$ cat src/rtl/gba_timer_bank_pkg.sv
// gba_timer_bank_pkg: shared control-field positions and prescaler encoding for the timer bank
package gba_timer_bank_pkg;

    typedef enum logic [1:0] {PRE_1, PRE_64, PRE_256, PRE_1024} prescale_e;

    localparam int CTRL_CASC = 2;
    localparam int CTRL_IRQ  = 6;
    localparam int CTRL_EN   = 7;
    localparam logic [15:0] CTRL_MASK = 16'h00C7;

    localparam int DIV_64   = 64;
    localparam int DIV_256  = 256;
    localparam int DIV_1024 = 1024;

    // terminal prescale count (divide minus one) for an encoding
    function automatic logic [9:0] pre_max(prescale_e p);
        return p == PRE_64   ? 10'(DIV_64 - 1)   :
               p == PRE_256  ? 10'(DIV_256 - 1)  :
               p == PRE_1024 ? 10'(DIV_1024 - 1) : 10'd0;
    endfunction

endpackage

$ cat src/rtl/gba_timer_bank_if.sv
// gba_timer_bank_if: I/O register bus plus per-channel overflow/irq pulses
interface gba_timer_bank_if #(parameter int N_TIMERS = 4);
    logic [11:0]         addr;
    logic [31:0]         data_in;
    logic                write;
    logic [1:0]          width;
    logic [31:0]         data_out;
    logic [N_TIMERS-1:0] overflow;
    logic [N_TIMERS-1:0] irq;

    modport master (output addr, data_in, write, width, input data_out, overflow, irq);
    modport slave  (input addr, data_in, write, width, output data_out, overflow, irq);
endinterface

$ cat src/rtl/gba_timer_channel.sv
// gba_timer_channel: one 16-bit timer with reload, control, prescaler and cascade input
module gba_timer_channel
    import gba_timer_bank_pkg::*;
#(
    parameter bit CASC_OK = 1'b1
) (
    input  logic        clk_mem,
    input  logic        rst,
    input  logic        base_tick,
    input  logic        cascade_in,
    input  logic        wr,
    input  logic [31:0] wr_data,
    input  logic [31:0] wr_mask,
    output logic [31:0] rd_word,
    output logic        ovf,
    output logic        overflow,
    output logic        irq
);

    logic [15:0] count, reload, ctrl, new_reload, new_ctrl;
    logic [9:0]  pre_cnt;
    logic        en, casc, pre_hit, inc, en_rise, pre_chg;

    // merged write values, increment decision and the combinational overflow that feeds the next channel
    always_comb begin
        new_reload = (reload & ~wr_mask[15:0]) | (wr_data[15:0] & wr_mask[15:0]);
        new_ctrl   = ((ctrl & ~wr_mask[31:16]) | (wr_data[31:16] & wr_mask[31:16])) & CTRL_MASK;
        en         = ctrl[CTRL_EN];
        casc       = CASC_OK && ctrl[CTRL_CASC];
        pre_hit    = base_tick && pre_cnt == pre_max(prescale_e'(ctrl[1:0]));
        inc        = en && (casc ? cascade_in : pre_hit);
        ovf        = inc && count == 16'hFFFF;
        en_rise    = wr && !en && new_ctrl[CTRL_EN];
        pre_chg    = wr && new_ctrl[1:0] != ctrl[1:0];
        rd_word    = {ctrl, count};
    end

    // registers: writes, counting with reload on wrap, prescaler, registered pulses
    always_ff @(posedge clk_mem) begin
        if (rst) begin
            count    <= '0;
            reload   <= '0;
            ctrl     <= '0;
            pre_cnt  <= '0;
            overflow <= 1'b0;
            irq      <= 1'b0;
        end else begin
            if (wr) begin
                reload <= new_reload;
                ctrl   <= new_ctrl;
            end
            if (en_rise)
                count <= new_reload;
            else if (inc)
                count <= ovf ? reload : count + 1'b1;
            if (en_rise || pre_chg)
                pre_cnt <= '0;
            else if (en && !casc && base_tick)
                pre_cnt <= pre_hit ? '0 : pre_cnt + 1'b1;
            overflow <= ovf;
            irq      <= ovf && ctrl[CTRL_IRQ];
        end
    end

endmodule

$ cat src/rtl/gba_timer_bank.sv
// gba_timer_bank: shared tick divider, register decode, read mux and cascade wiring for N timers
module gba_timer_bank
    import gba_timer_bank_pkg::*;
#(
    parameter int          N_TIMERS  = 4,
    parameter int          TICK_DIV  = 3,
    parameter logic [11:0] BASE_ADDR = 12'h100
) (
    input logic             clk_mem,
    input logic             rst,
    gba_timer_bank_if.slave bus
);

    localparam int TW = TICK_DIV > 1 ? $clog2(TICK_DIV) : 1;

    logic [TW-1:0]       tick_cnt;
    logic                base_tick;
    logic [4:0]          sh;
    logic [31:0]         wr_mask, wr_data, rd_sel;
    logic [N_TIMERS-1:0] hit, ovf, ovf_q, irq_q;
    logic [31:0]         words [N_TIMERS];

    // byte-lane alignment of writes and the shifted read of the addressed word
    always_comb begin
        sh        = {bus.addr[1:0], 3'b000};
        base_tick = tick_cnt == TW'(TICK_DIV - 1);
        wr_mask   = (bus.width == 2'b00 ? 32'h0000_00FF :
                     bus.width == 2'b01 ? 32'h0000_FFFF : 32'hFFFF_FFFF) << sh;
        wr_data   = bus.data_in << sh;
        rd_sel    = '0;
        for (int i = 0; i < N_TIMERS; i++)
            if (hit[i]) rd_sel = words[i];
        bus.data_out = rd_sel >> sh;
    end

    // free-running base tick divider
    always_ff @(posedge clk_mem) begin
        tick_cnt <= (rst || base_tick) ? '0 : tick_cnt + 1'b1;
    end

    assign bus.overflow = ovf_q;
    assign bus.irq      = irq_q;

    for (genvar g = 0; g < N_TIMERS; g++) begin : ch
        logic casc_in;
        assign hit[g] = bus.addr[11:2] == 10'((BASE_ADDR >> 2) + g);
        if (g == 0) begin : first
            assign casc_in = 1'b0;
        end else begin : chained
            assign casc_in = ovf[g-1];
        end
        gba_timer_channel #(.CASC_OK(g > 0)) u_ch (
            .clk_mem    (clk_mem),
            .rst        (rst),
            .base_tick  (base_tick),
            .cascade_in (casc_in),
            .wr         (bus.write && hit[g]),
            .wr_data    (wr_data),
            .wr_mask    (wr_mask),
            .rd_word    (words[g]),
            .ovf        (ovf[g]),
            .overflow   (ovf_q[g]),
            .irq        (irq_q[g])
        );
    end

endmodule

$ cat src/flat_wrapper.sv
// flat-port wrapper written by rule: the top's interface ports become plain ports
module gba_timer_bank_flat import gba_timer_bank_pkg::*;
#(
    parameter int          N_TIMERS  = 4,
    parameter int          TICK_DIV  = 3,
    parameter logic [11:0] BASE_ADDR = 12'h100
)
  (clk_mem, rst, bus_addr, bus_data_in, bus_write, bus_width, bus_data_out, bus_overflow, bus_irq);
  gba_timer_bank_if #(.N_TIMERS(N_TIMERS)) bus_i ();
  input logic clk_mem;
  input logic rst;
  input wire logic [$bits(bus_i.addr)-1:0] bus_addr;
  input wire logic [$bits(bus_i.data_in)-1:0] bus_data_in;
  input wire logic [$bits(bus_i.write)-1:0] bus_write;
  input wire logic [$bits(bus_i.width)-1:0] bus_width;
  output wire logic [$bits(bus_i.data_out)-1:0] bus_data_out;
  output wire logic [$bits(bus_i.overflow)-1:0] bus_overflow;
  output wire logic [$bits(bus_i.irq)-1:0] bus_irq;
  assign bus_i.addr = bus_addr;
  assign bus_i.data_in = bus_data_in;
  assign bus_i.write = bus_write;
  assign bus_i.width = bus_width;
  assign bus_data_out = bus_i.data_out;
  assign bus_overflow = bus_i.overflow;
  assign bus_irq = bus_i.irq;
  gba_timer_bank #(.N_TIMERS(N_TIMERS), .TICK_DIV(TICK_DIV), .BASE_ADDR(BASE_ADDR)) u_core (.clk_mem(clk_mem), .rst(rst), .bus(bus_i));
endmodule
$ cat config.mk
export PLATFORM = sky130hd
export DESIGN_NAME = gba_timer_bank_flat
export DESIGN_NICKNAME = d
export VERILOG_FILES = /design/src/rtl/gba_timer_bank_pkg.sv /design/src/rtl/gba_timer_bank_if.sv /design/src/rtl/gba_timer_channel.sv /design/src/rtl/gba_timer_bank.sv /design/src/flat_wrapper.sv
export SDC_FILE = /design/constraint.sdc
export NUM_CORES = 1
export LEC_CHECK = 0
export ABC_AREA = 1
export BUFFER_PORTS_ARGS = -buffer_cell sky130_fd_sc_hd__buf_2
export CAP_MARGIN = 15
export CORE_MARGIN = 10
export CORE_UTILIZATION = 54
export DETAILED_ROUTE_END_ITERATION = 8
export PLACE_DENSITY = 0.73
export SYNTH_ARGS = -nofsm -noshare
export SYNTH_HDL_FRONTEND = slang
export SYNTH_SLANG_ARGS = --single-unit
export TNS_END_PERCENT = 100
$ cat constraint.sdc
create_clock -name clk_mem -period 3.4 [get_ports clk_mem]
set_clock_uncertainty 0.2 [all_clocks]
set_input_delay 0.68 -clock clk_mem [delete_from_list [all_inputs] [get_ports clk_mem]]
set_output_delay 0.68 -clock clk_mem [all_outputs]
set_load 0.03 [all_outputs]
# After elaboration in Yosys (flattened, before gate mapping)
# Index checks and enable logic that the tools add are counted.
# op_classes
addsub,9
eq_ne,30
shifts,3
muxes,37
bitwise,20
n_reduce_logical,60
# ops
cell,count
two-way mux 16 bit,12
two-way mux 10 bit,16
two-way mux 24 bit,4
bitwise AND 16 bit,5
adder 16 x 1 -> 16 bit (second input constant),4
equality test 16 bit (second input constant),4
two-way mux 32 bit,2
bitwise OR 16 bit,4
left shift 32 x 5 -> 24 bit,2
adder 10 x 1 -> 10 bit (second input constant),4
bitwise AND 8 bit,5
equality test 10 bit,4
equality test 10 x 7 -> 1 bit (second input constant),4
logical AND 1 bit,39
bitwise OR 8 bit,4
>> shifter 24 x 5 -> 32 bit,1
equality test 2 bit (second input constant),9
inverter 16 bit,1
equality test 2 x 1 -> 1 bit (second input constant),5
inequality test 2 bit,4
inverter 8 bit,1
nonzero test 2 bit,4
OR reduction 2 bit,4
zero test 1 bit,7
other kinds (4),10
# word_totals
regBits,198
in_bits,49
output_inout_bits,40
elab_cells,184

# Logic depth before layout (Yosys ltp)
# logic_depth
depth_word,20
mapped_depth,19
depth_no_buf,18

# By module
# A second synthesis with hierarchy kept.
# hier_totals
cells_unflattened,2463
hier_area_um2,14775.4
# modules_own_cells
mod,n_inst,cells_each,area_per_inst_um2,seq_area_each_um2
gba_timer_channel at u_core.ch[2].u_ch ...,2,493,3126.7,980.9
gba_timer_channel at u_core.ch[1].u_ch,1,464,3064.2,980.9
gba_timer_channel at u_core.ch[0].u_ch,1,473,3035.4,980.9
gba_timer_bank,1,540,2422.3,40.0

# Worst setup path after synthesis
# No wires, ideal clock.
# synth_timing
path_type,input-to-output
start,input port bus_addr[11]
end,output port bus_data_out[3]
arrival_time_ns,2.615
required_time_ns,2.520
slack_ns,-0.095
cell_stages,10
path_buffers,1
cell_sequence,nor2_1 > inv_1 > nor3_4 > nand2_1 > inv_1 > clkbuf_1 > nand2_1 > o311ai_0 > o21ai_0 > o21ai_0
# synth_via
elab_chain_cells,6
word_cells_on_any_way,9
classes_between,eq/ne (4); shift (1); mux (4)
# synth_rtl
element,line,rtl
start: declaration,flat_wrapper.sv:12,input wire logic [$bits(bus_i.addr)-1:0] bus_addr;
equality test 10 x 7 -> 1 bit,gba_timer_bank.sv:46,assign hit[g] = bus.addr[11:2] == 10'((BASE_ADDR >> 2) + g);
two-way mux 24 bit (3 in series),gba_timer_bank.sv:32,if (hit[i]) rd_sel = words[i];
two-way mux 24 bit (*),gba_timer_bank.sv:32,
>> shifter 24 x 5 -> 32 bit (*),gba_timer_bank.sv:33,bus.data_out = rd_sel >> sh;
end: declaration,flat_wrapper.sv:16,output wire logic [$bits(bus_i.data_out)-1:0] bus_data_out;
# Mark *: on every way between the ends. The rest lies on a longest branch, timed or not.

# Worst setup path after layout
# layout_timing
start,input port bus_addr[5]
end,output port bus_data_out[2]
# The elaborated chain is that of the path after synthesis.

==> results.toml <==
[outcome]
outcome = "complete, no violations"

[yosys]
synth_top_flop_cell = "dfxtp_1"
netlist_area_um2 = 11700
yosys_warnings = 0
async_reset_ff_share_pct = 0
synth-edff-count = 0
synth.avg_cell_area_um2 = 6.81
synthCells = 1721
synthDistinctLibCells = 62
yosysSeqAreaShare_pct = 33.8
ys_ff_latch = 198

[critical_path]
reg2reg_from = "u_core.ch[0].u_ch.count[0]"
r2r_end = "u_core.ch[1].u_ch.count[12]"
cp_max_fo = 11
path_class = "in2out"
crit_arrival_ns = 2.49
reg2reg_depth = 12
worst_setup_path_end_kind = "output port"
required_ns = 2.52
r2r_setup_slack_ns = 0.30
startpoint_type = "input port"

[final_layout]
final_common_cell = "nand2_1"
drive_gt1_share_pct = 14.4
fin_nets = 1849
n_antenna_cell = 0
finalNonFillerCells = 2079
area_delta_synth_final_pct = 13.8
layout_common_cells = "nand2_1 (311), inv_1 (236), dfxtp_1 (198)"
regArea_um2 = 3960
num-fill-cells = 1954
multi_input_area_um2 = 6580

[timing]
fin_crit_ns = 3.37
final.period_utilization_pct = 99.1
rsz0062_at_grt = "yes"
max_freq_mhz = 297
drv_slew = 0
setup_viol = 0
slew_headroom_pct = 47.9
hold_viol = 0
tightest_slew_ns = 0.782

[global_route]
grt_max_degree = 55
grt_usage_pct = 25.0
gr-total-overflow = 0
grt_pass1_wl_um = 57900
grt_pass1_vias = 11151
antenna_found_initial = 0

[cts]
clk_path_buf_depth = 2
cts_tree = "done"
clk_pin_slew_ns = 0.07
numClockSinks = 198
clock_latency_ns = 0.45
cts_made_buffers = 17
hold_buffers = 0
htreeDepth = 4
root_buffer = "clkbuf_16"

[floorplan]
core_um2 = 21200
die_area_um2 = 28000
initial_core_util_pct = 55.2
rows = 53
die_h_um = 167
die_w_um = 167
pin_count = 89

[power]
power_density_nw_per_um2 = 350
power_mw = 4.67
leakage_nw = 5.36
vdd_drop_max_mv = 0.254

[place]
dpl.hpwl_um = 27100
place_congestion = 1.00
io_buffers = 66
dp_cells = 2044

[route]
first_pass_iters = 5
vias = 12120
routed_via_density = 5.83
drtIter0Drc = 1391
wirelength_um = 36700
drc = 0
ant_nets = 0
wl_per_cell_um = 17.6

[worst_hold_path]
hold_path_depth = 1
whs_endpoint = "u_core.tick_cnt[0]"
hold_path_class = "reg2reg"
hold_path.startpoint = "u_core.tick_cnt[0]"

[job]
cap_violations = 0
[cell usage after synthesis (8+ instances only)]
master	count	area share (%)
nand4_1	16	0.85
ha_1	9	0.96
o221ai_1	18	1.3
nor2_4	9	0.86
o22ai_1	12	0.64
inv_1	242	7.8
a31oi_1	23	1.2
xor2_1	53	4.0
or2_2	8	0.43
o21ai_1	12	0.51
nor3_1	25	1.1
nand2_1	314	10
nand3_1	57	2.4
a21oi_1	148	6.3
clkbuf_1	44	1.4
o211ai_1	44	2.8
nor2_1	130	4.2
nor2_2	11	0.59
buf_4	22	1.4
inv_2	9	0.29
o21ai_0	194	8.3
a221oi_1	16	1.2
dfxtp_1	198	34
buf_2	17	0.73
[power breakdown]
part	internal, mW	leakage, nW	total, mW	switching, mW
clock	1.04	0.270	2.01	0.962
combinational	0.0927	3.50	0.344	0.251
sequential	2.32	1.59	2.32	0.00214
total	3.46	5.36	4.67	1.22
[registers in the layout, summed over array words and instances, names as in the netlist, named ones only]
signal,count
u_core.ch.u_ch.overflow,4
u_core.ch.u_ch.reload,64
u_core.ch.u_ch.count,64
u_core.ch.u_ch.ctrl,12
u_core.ch.u_ch.irq,4
u_core.ch.u_ch.pre_cnt,40
u_core.tick_cnt,2
[final cells by class]
class | count | area share, %
clock buffers | 20 | 3.35
clock inverters | 12 | 0.882
inverters | 253 | 7.15
multi-input cells | 1192 | 49.3
flip-flops and latches | 198 | 29.7
well taps | 275 | 2.58
repair buffers | 129 | 7.00
[how the worst max path moves through the flow]
stage / start / endpoint / slack (ns) / depth (start not counted)
after floorplan: bus_addr[11] / bus_data_out[14] / 0.03 / 10
after global routing: bus_addr[5] / bus_data_out[2] / -0.05 / 11
after detailed placement: bus_addr[5] / bus_data_out[2] / -0.07 / 11
after CTS: bus_addr[9] / bus_data_out[7] / 0.003 / 11
after global placement: bus_addr[5] / bus_data_out[18] / -0.03 / 12
final: bus_addr[5] / bus_data_out[2] / 0.03 / 11
[per-layer routing]
metal	GRT usage (%)	share of wire, %	vias to the layer above
li1	-	-	5876
met1	32.8	42	5586
met2	40.1	46	585
met3	5.03	9.9	73
met4	8.55	2.9	0
met5	0	0	-
[critical path: stages]
cell and delay, ns:
buf_2 0.09, or2_2 0.33, nor2_1 0.12, buf_4 0.14, nand2_1 0.10, buf_4 0.22
o21ai_1 0.18, a221oi_1 0.08, buf_4 0.17, o221ai_1 0.16, buf_4 0.20
[cell families (layout without fill, tap and decap cells)]
family | count (synthesis) | in the layout | share of synthesized area [%]
and+or+nand+nor | 610 | 610 | 24.0
AOI/OAI and AO/OA | 503 | 503 | 24.9
buffers and inverters | 341 | 414 | 11.9
DFF | 198 | 198 | 33.8
xor gates and xnor gates | 59 | 59 | 4.41
adders and majority gates | 9 | 9 | 0.961
other | 1 | 11 | 0.0320
[repair_timing]
| action | 4_1_cts | 5_1_grt |
|---|---|---|
| pin swaps | 2 | 13 |
| resized for setup | 12 | 67 |
| setup buffers | 1 | 2 |
| endpoints found under the setup margin | 11 | 20 |
[through the flow]
stage          worst slack, ns  TNS, ns  hold slack [ns]  util [%]  area [um^2]
3_5_place_dp           -0.0650   -0.300            0.212      58.9        12500
6_report                0.0310        0            0.222      62.8        13300
3_3_place_gp           -0.0331  -0.0793            0.207      58.9        12500
2_1_floorplan           0.0316        0            0.197         -        11800
5_1_grt                -0.0533   -0.216            0.240      62.8        13300
4_1_cts                0.00295        0            0.223      61.7        13100
No activity file was read; power rests on OpenSTA's default activity.
